[src/rtl/ram_arbiter.sv]
// ----------------------------------------------------------------------------
// ram_arbiter
//
// Shares one single-port synchronous RAM between two requesters: port A (CPU)
// and port B (DMA/video). It grants one request per cycle, alternating between
// A and B when both request. The granted command is registered onto the RAM
// pins. Each granted read is tracked with a short tag pipeline, so the RAM read
// data is returned to the port that issued the read.
//
// Timing, relative to a grant in cycle N:
//   N    aGnt/bGnt asserted (combinational)
//   N+1  command visible on ramWEn/ramAddr/ramDataIn
//   N+2  ramDataOut carries the read word
//   N+3  xValid pulses for one cycle; xDataOut holds the word until the next
//        read return to the same port
//
// Ports
//   clk, reset_n                      clock, asynchronous active-low reset
//   aReq/aWEn/aAddr/aDataIn           port A request (write when aWEn=1)
//   aGnt/aValid/aDataOut              port A grant, read strobe, read data
//   bReq/bWEn/bAddr/bDataIn           port B request
//   bGnt/bValid/bDataOut              port B grant, read strobe, read data
//   ramWEn/ramAddr/ramDataIn          registered RAM command
//   ramDataOut                        RAM read data (one cycle after command)
// ----------------------------------------------------------------------------
module ram_arbiter #(
  parameter int DATA_WIDTH    = 32,
  parameter int ADDRESS_WIDTH = 12
) (
  input  logic                     clk,
  input  logic                     reset_n,

  input  logic                     aReq,
  input  logic                     aWEn,
  input  logic [ADDRESS_WIDTH-1:0] aAddr,
  input  logic [DATA_WIDTH-1:0]    aDataIn,
  output logic                     aGnt,
  output logic                     aValid,
  output logic [DATA_WIDTH-1:0]    aDataOut,

  input  logic                     bReq,
  input  logic                     bWEn,
  input  logic [ADDRESS_WIDTH-1:0] bAddr,
  input  logic [DATA_WIDTH-1:0]    bDataIn,
  output logic                     bGnt,
  output logic                     bValid,
  output logic [DATA_WIDTH-1:0]    bDataOut,

  output logic                     ramWEn,
  output logic [ADDRESS_WIDTH-1:0] ramAddr,
  output logic [DATA_WIDTH-1:0]    ramDataIn,
  input  logic [DATA_WIDTH-1:0]    ramDataOut
);

  typedef enum logic {
    PORT_A = 1'b0,
    PORT_B = 1'b1
  } port_e;

  // One entry of the read-return pipeline: is a read in flight, and for whom.
  typedef struct packed {
    logic  valid;
    port_e port;
  } tag_t;

  port_e                     last_grant;
  tag_t                      tag_s1;
  tag_t                      tag_s2;

  logic                      any_gnt;
  port_e                     sel_port;
  logic                      sel_wen;
  logic [ADDRESS_WIDTH-1:0]  sel_addr;
  logic [DATA_WIDTH-1:0]     sel_data;

  // Grant decision. A wins unless B also requests and A was granted last.
  // Grants are held low during reset, so no command is accepted until
  // reset_n rises.
  always_comb begin
    // NOTE: every output of a combinational block gets a default first, so
    // no path through the block leaves a signal unassigned and infers a latch.
    aGnt = 1'b0;
    bGnt = 1'b0;
    if (reset_n) begin
      if (aReq && (!bReq || last_grant == PORT_B)) begin
        aGnt = 1'b1;
      end else if (bReq) begin
        bGnt = 1'b1;
      end
    end
  end

  assign any_gnt  = aGnt | bGnt;
  assign sel_port = bGnt ? PORT_B : PORT_A;
  assign sel_wen  = bGnt ? bWEn    : aWEn;
  assign sel_addr = bGnt ? bAddr   : aAddr;
  assign sel_data = bGnt ? bDataIn : aDataIn;

  // Command register, arbitration history and read-return pipeline.
  always_ff @(posedge clk or negedge reset_n) begin
    if (!reset_n) begin
      // B counts as the last winner, so A wins the first conflict.
      last_grant <= PORT_B;
      ramWEn     <= 1'b0;
      ramAddr    <= '0;
      ramDataIn  <= '0;
      tag_s1     <= '0;
      tag_s2     <= '0;
      aValid     <= 1'b0;
      bValid     <= 1'b0;
      aDataOut   <= '0;
      bDataOut   <= '0;
    end else begin
      // NOTE: sequential state uses non-blocking assignments, so every
      // register samples values from before the clock edge, whatever the
      // statement order.
      ramWEn <= any_gnt && sel_wen;
      // On idle cycles the address and data pins keep their previous values.
      if (any_gnt) begin
        ramAddr    <= sel_addr;
        ramDataIn  <= sel_data;
        last_grant <= sel_port;
      end

      // Tag stage 1 lines up with the command on the RAM pins.
      // Stage 2 lines up with the data on ramDataOut.
      tag_s1 <= '{valid: any_gnt && !sel_wen, port: sel_port};
      tag_s2 <= tag_s1;

      aValid <= tag_s2.valid && (tag_s2.port == PORT_A);
      bValid <= tag_s2.valid && (tag_s2.port == PORT_B);
      if (tag_s2.valid && tag_s2.port == PORT_A) begin
        aDataOut <= ramDataOut;
      end
      if (tag_s2.valid && tag_s2.port == PORT_B) begin
        bDataOut <= ramDataOut;
      end
    end
  end

endmodule
[config.mk]
export PLATFORM = sky130hd
export DESIGN_NAME = ram_arbiter
export DESIGN_NICKNAME = d
export VERILOG_FILES = /design/src/rtl/ram_arbiter.sv
export SDC_FILE = /design/constraint.sdc
export NUM_CORES = 1
export LEC_CHECK = 0
export ABC_AREA = 1
export CAP_MARGIN = 5
export CORE_ASPECT_RATIO = 0.6
export CORE_MARGIN = 2
export CORE_UTILIZATION = 45
export DETAILED_ROUTE_END_ITERATION = 16
export DONT_BUFFER_PORTS = 1
export SLEW_MARGIN = 20
export SYNTH_ARGS = -nofsm -noshare
export SYNTH_HDL_FRONTEND = slang
export SYNTH_SLANG_ARGS = --single-unit
[constraint.sdc]
create_clock -name clk -period 1.8 [get_ports clk]
set_input_delay 0.27 -clock clk [delete_from_list [all_inputs] [get_ports clk]]
set_output_delay 0.27 -clock clk [all_outputs]
set_load 0.02 [all_outputs]
==> flow_summary.toml, run 1 <==
[sta]
final_max_slew_viol_count = 0
min_period_over_period = 0.956
setup_viol = 0
fin_hold_ws_ns = -0.443
maxSlewHeadroom = 0.425
fmax_ghz = 0.581
rsz0062_at_grt = "false"
hold_viol_final = 116
max_slew.worst_pin.slew_ns = 0.861
period_needed_ns = 1.72
setup-tns-final_ns = 0
fin_skew_ns = 0.0121

[global_routing]
grt_overflow = 0
grt_max_degree = 119
grt_usage = 0.203
grt_first_pass_wirelength_um = 19500
grt_antenna_before_repair = 0
grt_pass1_vias = 4032

[detailed_routing]
wl_per_cell_um = 15.5
drc = 0
drtIter0Drc = 159
ant_nets = 0
vias_per_cell = 5.12
wl_met3_um = 1040
routed_wl_um = 12200
wl_met1_um = 5430
highest_layer = "met4"
wl_met2_um = 5480
dr_total_vias = 4038
dr.pass1.iters = 5

[place]
io_buffers = 0
dp_hpwl_um = 8050
placed_area_sq_um = 5190
gp_congestion = 0.793

[floorplan]
die_area_sq_um = 12300
design.core.area_sq_um = 11200
die_h_um = 86.7
die_x_um = 142
rows = 30
pin_count = 239
floorplan.initialDensity = 0.458

[worst_setup_path]
critPathLaunchType = "flip-flop"
r2r_slack_ns = 0.23
critical_path.cell_chain = "inv_1 > nand2_2 > nand2_2 > nand2_4 > buf_12 > clkinvlp_4"
cpMostUsedCell = "nand2_2"
max_stage_delay_ns = 0.51
critPathCaptureType = "output pin"
worstPathRequired_ns = 1.53
cp.arrival_ns = 1.45
cp_top_family = "flip-flops"
path_buf_inv = 3
rr_endpoint = "ramDataIn[26]"
regToRegStartpoint = "last_grant"
crit_fanout = 3
crit_slowest_cell = "dfstp_2"
critical_path_class = "flip-flop to output pin"
reg2reg_depth = 7

[yosys]
yosysWarningCount = 0
syn_inst = 640
ys_types = 14
ys_seq_area_frac = 0.566
synth_area_sq_um = 5130
syn_nets = 766
syn_avg_cell_area_sq_um = 8.01
synth-seq-cells = 116

[hold_path]
worstHoldPathType = "input port to asynchronous set/reset pin"

[finish]
diodes = 0
multi_input_area_sq_um = 1570
layout_commonest_cell = "nand2_1"
syn_to_final_growth_pct = 16.1
fin_util = 0.532
nets = 759
layout_common_cells = "199 x nand2_1, 124 x inv_1, 115 x dfrtp_1"
fillCellCount = 1050
fin_area_sq_um = 5950
regArea_sq_um = 2900
drive_above_1_share = 0.0760

[clock_network]
h-tree-depth = 4
cts_tree = "yes"
numCtsBuffers = 17
clkSinkCount = 116
insertion_delay_ns = 0.41
cts.clk_slew.worst_paths_ns = 0.06
root_buffer = "clkbuf_16"
clock_path_buffers = 2

[power_and_ir_drop]
comb_power_share = 0.093
p_clk_frac = 0.422
ir_worst_vdd_v = 0.000694
p_leak_uw = 0.00338
total_power_uw = 9090
p_int_uw = 6150
p_per_area_nw_per_um2 = 1530
p_sw_uw = 2950
switching_share = 0.324
seqPwrFrac = 0.485

[status]
status = "complete, but fails checks"
violations = "hold timing"

[flow_run]
max-cap-violations = 0
==> repair_timing <==
item / CTS / global route
gates cloned: 2 / 0
endpoints found under the setup margin: 1 / 1
setup buffers: 1 / 0
hold endpoints to repair: 116 / 116
resized for setup: 2 / 2
==> power by group through the flow <==
| stage | sequential [uW] | clock, uW | combinational (uW) |
|---|---|---|---|
| 6_report | 4410 | 3830 | 849 |
| 5_1_grt | 4480 | 4030 | 1020 |
| 4_1_cts | 4420 | 3910 | 859 |
| 3_5_place_dp | 4450 | 0 | 834 |
| 3_3_place_gp | 4450 | 0 | 772 |
| 2_1_floorplan | 4280 | 0 | 694 |
==> state kept, by name, indices dropped and copies added (netlist names) <==
signal	count
tag_s2	2
ramDataIn	32
aValid	1
tag_s1	2
ramWEn	1
last_grant	1
aDataOut	32
bDataOut	32
ramAddr	12
bValid	1
==> metal layers <==
| metal | vias up | track usage |
|---|---|---|
| li1 | 1931 | - |
| met1 | 1910 | 0.260 |
| met2 | 168 | 0.308 |
| met3 | 29 | 0.0746 |
| met4 | 0 | 0.0991 |
| met5 | - | 0 |
==> synth_stat cells, drive strengths merged <==
cell type | instances | share of area
nor2 | 2 | 0.0015
nand2 | 204 | 0.15
buf | 23 | 0.028
o21ai | 65 | 0.063
a21oi | 1 | 0.00098
dfrtp | 115 | 0.56
nand3 | 90 | 0.088
clkbuf | 11 | 0.0081
inv | 128 | 0.094
dfstp | 1 | 0.0051
==> worst max-delay path by stage <==
stage,start,to,slack (ns),depth (start not counted)
floorplan,last_grant,bGnt,0.38,7
global placement,last_grant,ramDataIn[26],0.31,7
detailed placement,last_grant,ramDataIn[26],0.25,7
CTS,last_grant,bGnt,0.01,6
global route,last_grant,bGnt,0.02,6
finish,last_grant,bGnt,0.08,6
==> final cells by class <==
type                            count  area share
Clock buffer                       17      0.0715
Clock inverter                     14      0.0421
Inverter                          128      0.0814
Multi-Input combinational cell    362       0.264
Sequential cell                   116       0.488
Tap cell                          144      0.0303
Timing Repair Buffer                8      0.0227
==> cell families (layout without fill, tap and decap cells) <==
family | Yosys count | after routing | synth area share
simple gates | 296 | 296 | 0.240
buf+inv | 162 | 167 | 0.130
flops | 116 | 116 | 0.566
compound gates | 66 | 66 | 0.0644
==> metrics by stage <==
stage	hold WS, ns	cells	setup slack, ns
after global routing	-0.473	789	0.0160
after detailed placement	-0.0241	755	0.255
after CTS	-0.465	789	0.0143
final	-0.443	789	0.0791
after global placement	-0.0238	755	0.309
after floorplan	-0.0256	640	0.382
Power figures use the tool's default switching activity.
==> run 2: changes to the inputs <==
CTS_CLUSTER_DIAMETER = 60   (was default)
PLACE_DENSITY = 0.62   (was default)
==> flow_summary.toml, run 2 (same netlist as run 1, synthesis figures left out) <==
[status]
violations = "hold timing"
status = "complete, but fails checks"

[sta]
fin_skew_ns = 0.0114
fin_hold_ws_ns = -0.442
final_max_slew_viol_count = 0
fmax_ghz = 0.610
rsz0062_at_grt = "false"
setup_viol = 0
hold_viol_final = 116
maxSlewHeadroom = 0.414
max_slew.worst_pin.slew_ns = 0.878
min_period_over_period = 0.911
setup-tns-final_ns = 0
period_needed_ns = 1.64

[floorplan]
die_h_um = 86.7
die_x_um = 142
die_area_sq_um = 12300
floorplan.initialDensity = 0.458
design.core.area_sq_um = 11200
rows = 30
pin_count = 239

[clock_network]
h-tree-depth = 4
clock_path_buffers = 2
cts_tree = "yes"
insertion_delay_ns = 0.40
postCtsSetupRepairBufs = 0
numCtsBuffers = 17
clkSinkCount = 116
root_buffer = "clkbuf_16"
cts.clk_slew.worst_paths_ns = 0.06
cts_resized = 0

[place]
io_buffers = 0
dp.cells = 755
gp_congestion = 0.804
dp_hpwl_um = 8040

[finish]
fin_util = 0.517
layout_common_cells = "201 x nand2_1, 125 x inv_1, 115 x dfrtp_1"
diodes = 0
fin_cells = 787
layout_commonest_cell = "nand2_1"
nets = 756
top_regs = "aDataOut x32, bDataOut x32, ramDataIn x32"
drive_above_1_share = 0.0684
syn_to_final_growth_pct = 12.8

[hold_path]
worstHoldPathType = "input port to asynchronous set/reset pin"

[worst_setup_path]
max_stage_delay_ns = 0.51
crit_fanout = 2
crit_slowest_cell = "dfstp_2"
cp_top_family = "flip-flops"
worstPathRequired_ns = 1.53
reg2reg_depth = 7
critical_path_class = "flip-flop to output pin"
path_buf_inv = 2
critPathCaptureType = "output pin"
critical_path.cell_chain = "inv_1 > nand2_1 > nand2_2 > nand2_1 > inv_1"
critPathLaunchType = "flip-flop"
crit_start = "last_grant"
r2r_slack_ns = 0.22
cp.arrival_ns = 1.37
regToRegStartpoint = "last_grant"
rr_endpoint = "ramDataIn[20]"

[flow_run]
max-cap-violations = 0

[detailed_routing]
wl_per_cell_um = 15.0
dr_total_vias = 3901
routed_wl_um = 11800
vias_per_cell = 4.96
ant_nets = 0
drc = 0
dr.pass1.iters = 4
drtIter0Drc = 172

[global_routing]
grt_usage = 0.193
grt_pass1_vias = 3689
grt_max_degree = 119
grt_first_pass_wirelength_um = 18800
grt_overflow = 0
grt_antenna_before_repair = 0

[power_and_ir_drop]
ir_worst_vdd_v = 0.000699
p_per_area_nw_per_um2 = 1480
p_leak_uw = 0.00330
-- run 2: cell types whose count changed in the layout (fill, tap and decap cells not counted), moves of 2 or more --
cell       change
inv_6          +3
nand2_1        +2
bufinv_16      -4
clkinv_2       +2
inv_8          +2
clkinv_4       -4
bufbuf_16      -2
-- run 2: worst max-delay path by stage --
stage          slack, ns  depth (start not counted)            end
3_5_place_dp        0.24                          4   aDataOut[10]
5_1_grt             0.02                          5           bGnt
2_1_floorplan       0.38                          7           bGnt
6_report            0.16                          5           bGnt
4_1_cts             0.13                          5           bGnt
3_3_place_gp        0.32                          7  ramDataIn[25]
-- run 2: routing by layer --
layer  GRT usage  wire length, um  vias up
li1            -                -     1925
met1       0.255             5370     1807
met2       0.289             5370      160
met3      0.0801             1010        9
met4      0.0618               77        0
met5           0                0        -
-- run 2: stage by stage --
stage	worst slack (ns)	hold WS, ns	power [uW]	area, sq um
finish	0.159	-0.442	8570	5780
global route	0.0198	-0.468	9030	5780
CTS	0.127	-0.458	8680	5780
detailed placement	0.244	-0.0237	5290	5190
global placement	0.318	-0.0237	5230	5190
floorplan	0.382	-0.0256	4980	5130
-- run 2: worst register-to-register path, stage by stage (launching register included) --
cell and delay [ns]:
dfstp_2 0.36, inv_1 0.06, nand2_1 0.08, nand3_1 0.11, nand2_2 0.07, inv_2 0.57, nand2_1 0.15, nand2_1 0.11
-- run 2: final cells by class --
| cell class | instances | area, sq um |
|---|---|---|
| Inverter | 128 | 480 |
| Fill cell | 1081 | 5400 |
| Sequential cell | 116 | 2900 |
| Clock inverter | 15 | 169 |
| Multi-Input combinational cell | 362 | 1560 |
| Tap cell | 144 | 180 |
| Timing Repair Buffer | 5 | 62.6 |
| Clock buffer | 17 | 425 |
-- run 2: power by group --
part | internal, uW | switching [uW]
combinational | 314 | 498
sequential | 3200 | 1210
clock | 2080 | 1260
total | 5590 | 2980
